### config.mk
export PLATFORM = sky130hd
export DESIGN_NAME = pipe_stage_reg_flat
export DESIGN_NICKNAME = d
export VERILOG_FILES = /design/src/rtl/pipe_pkg.sv /design/src/rtl/pipe_stage_reg_if.sv /design/src/rtl/pipe_skid_buf.sv /design/src/rtl/pipe_stage_reg.sv /design/src/flat_wrapper.sv
export SDC_FILE = /design/constraint.sdc
export NUM_CORES = 1
export LEC_CHECK = 0
export CAP_MARGIN = 20
export CORE_MARGIN = 5
export CORE_UTILIZATION = 42
export DETAILED_ROUTE_END_ITERATION = 6
export GPL_TIMING_DRIVEN = 1
export PLACE_DENSITY_LB_ADDON = 0.25
export SYNTH_ARGS = -nofsm -noshare
export SYNTH_HDL_FRONTEND = slang
export SYNTH_SLANG_ARGS = --single-unit
### constraint.sdc
create_clock -name clk -period 2.15 [get_ports clk]
set_input_delay 0.43 -clock clk [delete_from_list [all_inputs] [get_ports clk]]
set_output_delay 0.43 -clock clk [all_outputs]
set_load 0.01 [all_outputs]
### src/rtl/pipe_pkg.sv
// Shared pipeline payload layout: field widths, per-boundary payload widths and
// field offsets so every stage packs and unpacks stage registers consistently.
package pipe_pkg;

  localparam int unsigned REG_ADDR_W = 5;
  localparam int unsigned ALU_CTRL_W = 4;
  localparam int unsigned WORD_W     = 32;

  // IF/ID: {instr, pc}
  localparam int unsigned IFID_PC_LSB    = 0;
  localparam int unsigned IFID_INSTR_LSB = IFID_PC_LSB + WORD_W;
  localparam int unsigned IFID_W         = IFID_INSTR_LSB + WORD_W;

  // ID/EX: {alu_ctrl, rd, imm, rs2_val, rs1_val, pc}
  localparam int unsigned IDEX_PC_LSB   = 0;
  localparam int unsigned IDEX_RS1_LSB  = IDEX_PC_LSB + WORD_W;
  localparam int unsigned IDEX_RS2_LSB  = IDEX_RS1_LSB + WORD_W;
  localparam int unsigned IDEX_IMM_LSB  = IDEX_RS2_LSB + WORD_W;
  localparam int unsigned IDEX_RD_LSB   = IDEX_IMM_LSB + WORD_W;
  localparam int unsigned IDEX_ALU_LSB  = IDEX_RD_LSB + REG_ADDR_W;
  localparam int unsigned IDEX_W        = IDEX_ALU_LSB + ALU_CTRL_W;

  // EX/MEM: {reg_we, mem_re, mem_we, rd, rs2_val, alu_res}
  localparam int unsigned EXMEM_RES_LSB    = 0;
  localparam int unsigned EXMEM_RS2_LSB    = EXMEM_RES_LSB + WORD_W;
  localparam int unsigned EXMEM_RD_LSB     = EXMEM_RS2_LSB + WORD_W;
  localparam int unsigned EXMEM_MEM_WE_LSB = EXMEM_RD_LSB + REG_ADDR_W;
  localparam int unsigned EXMEM_MEM_RE_LSB = EXMEM_MEM_WE_LSB + 1;
  localparam int unsigned EXMEM_REG_WE_LSB = EXMEM_MEM_RE_LSB + 1;
  localparam int unsigned EXMEM_W          = EXMEM_REG_WE_LSB + 1;

  // MEM/WB: {reg_we, rd, wb_data}
  localparam int unsigned MEMWB_DATA_LSB   = 0;
  localparam int unsigned MEMWB_RD_LSB     = MEMWB_DATA_LSB + WORD_W;
  localparam int unsigned MEMWB_REG_WE_LSB = MEMWB_RD_LSB + REG_ADDR_W;
  localparam int unsigned MEMWB_W          = MEMWB_REG_WE_LSB + 1;

endpackage

### src/rtl/pipe_stage_reg_if.sv
// One valid/ready payload channel between pipeline stages.
// A beat transfers on a rising edge where valid and ready are both 1; the
// master holds valid and data stable until that edge, ready may toggle freely.
interface pipe_stage_reg_if #(
  parameter int DATA_W = 64
);
  logic              valid;
  logic              ready;
  logic [DATA_W-1:0] data;

  modport master (output valid, output data, input ready);
  modport slave  (input valid, input data, output ready);
endinterface

### src/rtl/pipe_skid_buf.sv
// One-entry skid storage with its valid flag; clear wins over write and read.
module pipe_skid_buf #(
  parameter int              DATA_W     = 64,
  parameter logic [DATA_W-1:0] RESET_DATA = '0
) (
  input  logic              clk,
  input  logic              rst_n,
  input  logic              clr,
  input  logic              wr_en,
  input  logic [DATA_W-1:0] wr_data,
  input  logic              rd_en,
  output logic              valid,
  output logic [DATA_W-1:0] data
);

  always_ff @(posedge clk or negedge rst_n) begin
    if (!rst_n) begin
      valid <= 1'b0;
      data  <= RESET_DATA;
    end else if (clr) begin
      valid <= 1'b0;
    end else if (wr_en) begin
      valid <= 1'b1;
      data  <= wr_data;
    end else if (rd_en) begin
      valid <= 1'b0;
    end
  end

endmodule

### src/rtl/pipe_stage_reg.sv
// Generic pipeline stage register with valid/ready handshake, flush and a
// saturating stall counter. Define PIPE_STAGE_REG_SKID_EN for a registered in_ready.
module pipe_stage_reg
  import pipe_pkg::*;
#(
  parameter int                DATA_W     = 64,
  parameter logic [DATA_W-1:0] RESET_DATA = '0,
  parameter int                CNT_W      = 16
) (
  input  logic                 clk,
  input  logic                 rst_n,
  pipe_stage_reg_if.slave      upstream,
  pipe_stage_reg_if.master     downstream,
  input  logic                 flush,
  output logic [CNT_W-1:0]     stall_cnt,
  input  logic                 stall_cnt_clr
);

  localparam logic [CNT_W-1:0] CNT_MAX = {CNT_W{1'b1}};

  logic              main_valid;
  logic [DATA_W-1:0] main_data;
  logic              in_xfer;
  logic              load_en;
  logic [DATA_W-1:0] load_data;

`ifdef PIPE_STAGE_REG_SKID_EN
  logic              skid_valid;
  logic [DATA_W-1:0] skid_data;
  logic              skid_wr;
  logic              skid_rd;

  assign upstream.ready = !skid_valid;
  assign in_xfer        = upstream.valid && !skid_valid;
  // A beat arriving while the main register is blocked parks in the skid entry.
  assign skid_wr        = in_xfer && main_valid && !downstream.ready;
  assign skid_rd        = skid_valid && downstream.ready;
  assign load_en        = skid_rd || (in_xfer && !skid_wr);
  assign load_data      = skid_rd ? skid_data : upstream.data;

  pipe_skid_buf #(
    .DATA_W     (DATA_W),
    .RESET_DATA (RESET_DATA)
  ) u_skid (
    .clk     (clk),
    .rst_n   (rst_n),
    .clr     (flush),
    .wr_en   (skid_wr),
    .wr_data (upstream.data),
    .rd_en   (skid_rd),
    .valid   (skid_valid),
    .data    (skid_data)
  );
`else
  assign upstream.ready = !main_valid || downstream.ready;
  assign in_xfer        = upstream.valid && upstream.ready;
  assign load_en        = in_xfer;
  assign load_data      = upstream.data;
`endif

  // Flush drops the valid bit only; the stale payload stays visible on out_data.
  always_ff @(posedge clk or negedge rst_n) begin
    if (!rst_n) begin
      main_valid <= 1'b0;
      main_data  <= RESET_DATA;
    end else if (flush) begin
      main_valid <= 1'b0;
    end else if (load_en) begin
      main_valid <= 1'b1;
      main_data  <= load_data;
    end else if (downstream.ready) begin
      main_valid <= 1'b0;
    end
  end

  always_ff @(posedge clk or negedge rst_n) begin
    if (!rst_n) begin
      stall_cnt <= '0;
    end else if (stall_cnt_clr) begin
      stall_cnt <= '0;
    end else if (main_valid && !downstream.ready && (stall_cnt != CNT_MAX)) begin
      stall_cnt <= stall_cnt + 1'b1;
    end
  end

  assign downstream.valid = main_valid;
  assign downstream.data  = main_data;

endmodule

### src/flat_wrapper.sv
// flat-port wrapper written by rule: the top's interface ports become plain ports
module pipe_stage_reg_flat import pipe_pkg::*;
#(
  parameter int                DATA_W     = 64,
  parameter logic [DATA_W-1:0] RESET_DATA = '0,
  parameter int                CNT_W      = 16
)
  (clk, rst_n, flush, stall_cnt, stall_cnt_clr, upstream_valid, upstream_data, upstream_ready, downstream_valid, downstream_data, downstream_ready);
  pipe_stage_reg_if #(.DATA_W(DATA_W)) upstream_i ();
  pipe_stage_reg_if #(.DATA_W(DATA_W)) downstream_i ();
  input  logic clk;
  input  logic rst_n;
  input  logic flush;
  output logic [CNT_W-1:0] stall_cnt;
  input  logic stall_cnt_clr;
  input wire logic [$bits(upstream_i.valid)-1:0] upstream_valid;
  input wire logic [$bits(upstream_i.data)-1:0] upstream_data;
  output wire logic [$bits(upstream_i.ready)-1:0] upstream_ready;
  output wire logic [$bits(downstream_i.valid)-1:0] downstream_valid;
  output wire logic [$bits(downstream_i.data)-1:0] downstream_data;
  input wire logic [$bits(downstream_i.ready)-1:0] downstream_ready;
  assign upstream_i.valid = upstream_valid;
  assign upstream_i.data = upstream_data;
  assign upstream_ready = upstream_i.ready;
  assign downstream_valid = downstream_i.valid;
  assign downstream_data = downstream_i.data;
  assign downstream_i.ready = downstream_ready;
  pipe_stage_reg #(.DATA_W(DATA_W), .RESET_DATA(RESET_DATA), .CNT_W(CNT_W)) u_core (.clk(clk), .rst_n(rst_n), .upstream(upstream_i), .downstream(downstream_i), .flush(flush), .stall_cnt(stall_cnt), .stall_cnt_clr(stall_cnt_clr));
endmodule
==> results.yml <==
grt:
  grt_pass1_vias: 2846
  antenna_found_initial: 0
  groute.usage.overall_pct: 17.87
  grt_max_degree: 36
  gr-total-overflow: 0
  grt_pass1_wl_mm: 14.04
die:
  rows: 32
  initial_core_util_pct: 43.44
  dieWidth_um: 99.64
  io_pins: 152
  fp.coreArea_um2: 7767
  dieArea_um2: 9927
  die_y_um: 99.64
clock_tree:
  root_buffer: "clkbuf_8"
  htreeDepth: 3
  ctsLongestPathBuffers: 2
  hold_buffers: 0
  clkTransAtPathRegs_ps: 80
  cts_num_sinks: 81
  cts_tree: "done"
  cts_inserted_buffers: 9
  worstSkewPairLatency_ps: 350
sta:
  setup_viol: 0
  slew_violations: 0
  setup-tns-final_ps: 0
  hold_viol: 0
  tightest_slew_ps: 450.6
  rsz0062_at_grt: "false"
  fin_crit_sh_pct: 91.34
  skew_ps: 10.38
  slew_headroom_pct: 69.96
  layout_min_cycle_time_ps: 1964
  fmax_mhz: 509.2
power_and_ir_drop:
  powerDensity_nw_per_um2: 730.5
  power.leakage_nw: 2.147
  ir_worst_vdd_mv: 0.3788
placement:
  placed_cells: 505
  io_buffers: 151
  place_congestion: 0.8047
  dp_hpwl_mm: 6.424
setup_path:
  path_class: "reg -> reg"
  path_max_fanout: 4
  worstPathArrival_ps: 2200
  critPathCaptureType: "register"
  startpoint_type: "register"
  cp.required_ps: 2380
synthesis:
  seq_area_frac_synth_pct: 60.07
  synth_edf_count: 0
  synth_warnings: 0
  syn-num-nets: 318
  synth_area_um2: 3374
  synth-seq-cells: 81
  synth_async_sr_flop_share_pct: 100.0
  syn_inst: 247
  yosys.cell_types.count: 34
  synth_area_per_cell_um2: 13.66
  synthFlopType: "dfrtp_1"
detailed_routing:
  num_vias: 2682
  drtPass1Iterations: 4
  drt_wl_total_mm: 8.438
  final_antenna_net_count: 0
  viasPerCell: 5.148
  wl_per_cell_um: 16.20
  drtIter0Drc: 47
  post-route-drc-count: 0
final_layout:
  final_nets: 485
  final_layout_size_suffix_gt1_share_pct: 26.01
  final_cells: 521
  n_fill_cell: 581
  post-route-util_pct: 68.57
  area_growth_pct: 57.84
  n_antenna_cell: 0
hold_path:
  holdCritPathClass: "in -> async"
outcome:
  status: "finished clean"
run:
  max-cap-violations: 0
## synth_stat cells (5+ instances only)
| cell | number | area [um2] |
|---|---|---|
| nor4_1 | 6 | 37.54 |
| mux2_2 | 68 | 765.7 |
| a21oi_1 | 6 | 30.03 |
| buf_2 | 10 | 50.05 |
| nand2_1 | 6 | 22.52 |
| o31ai_1 | 5 | 37.54 |
| nand3_1 | 5 | 25.02 |
| dfrtp_1 | 81 | 2027 |
| a211oi_1 | 5 | 37.54 |
| nor2b_1 | 6 | 37.54 |
| or4_1 | 5 | 37.54 |
| nor2_1 | 11 | 41.29 |
## layout make-up
type	instances	area (um2)	area share, %
Clock buffer	10	137.6	2.584
Clock inverter	6	50.05	0.9396
Sequential cell	81	2027	38.05
Inverter	5	18.77	0.3524
Timing Repair Buffer	169	1693	31.78
Multi-Input combinational cell	148	1272	23.89
Tap cell	102	127.6	2.396
## flip-flops by register name, indices dropped and copies added (netlist names)
signal,flops
u_core.downstream.data,64
u_core.downstream.valid,1
u_core.stall_cnt,16
## timing repair
action | 4_1_cts | 5_1_grt
setup endpoints to repair | 1 | 0
buffers inserted | 0 | 0
resized for setup | 1 | 0
## placed cells by master, fill, tap and decap left out, types with 2 or more instances in the layout
cell type and count:
clkbuf_8 10, inv_2 2, clkinv_4 2, nor3_1 3, buf_4 15, nand3_1 5, dfrtp_1 81, nor4_1 6
mux2_2 68, or4_1 5, buf_12 4, nand2_1 6, o21ai_0 2, nor4b_1 2, nor2b_1 6, a21oi_1 6
nand4_1 2, clkdlybuf4s50_1 149, inv_1 3, o31ai_1 5, nor2_1 11, inv_6 2, a211oi_1 5, or3_1 2
clkinvlp_4 2
## per-stage QoR
step,total power (W),setup WS (ps),area (um2),hold slack [ps]
3_5_place_dp,0.002889,-176.7,5140,414.6
5_1_grt,0.004117,48.72,5326,32.10
2_1_floorplan,0.002208,110.0,3374,134.4
4_1_cts,0.003945,186.8,5326,31.89
3_3_place_gp,0.002863,-153.5,5140,408.9
6_report,0.003891,186.3,5326,22.09
## power breakdown
part | internal [W] | switching [W] | leakage [nW]
registers | 0.00173 | 0.000103 | 0.988
logic | 0.000658 | 0.000349 | 1.07
clock network | 0.000463 | 0.000586 | 0.0895
## routing by layer
| metal | up-vias | global-route usage, % | wire, um |
|---|---|---|---|
| li1 | 1245 | - | - |
| met1 | 1307 | 20.51 | 3327 |
| met2 | 108 | 28.51 | 4072 |
| met3 | 22 | 7.714 | 805 |
| met4 | 0 | 8.929 | 232 |
| met5 | - | 0 | 0 |
## worst paths after layout
kind	startpoint	end	slack, ps	depth (start not counted)
worst max register to register	u_core.stall_cnt[1]	u_core.stall_cnt[12]	190	5
worst min register to register	u_core.downstream.data[26]	u_core.downstream.data[26]	510	1
max in group asynchronous	rst_n	u_core.downstream.data[59]	1570	2
worst min-delay path	rst_n	u_core.downstream.data[1]	20	1
worst max-delay path	u_core.stall_cnt[1]	u_core.stall_cnt[12]	190	5
min in group clk	u_core.downstream.data[26]	u_core.downstream.data[26]	510	1
## critical path, cell delays in order (launching register included)
cell and delay [ps]:
dfrtp_1 410, ha_1 230, nand4b_2 130, or3_1 420, nor4b_1 300, mux2_2 370
## logic make-up after synthesis
kind of cell	synth area share, %
AOI/OAI and AO/OA	4.709
adders and majority gates	0.3707
buffers and inverters	2.373
DFF	60.07
muxes	22.69
and+or+nand+nor	9.789
No activity file was read; power rests on OpenSTA's default activity.
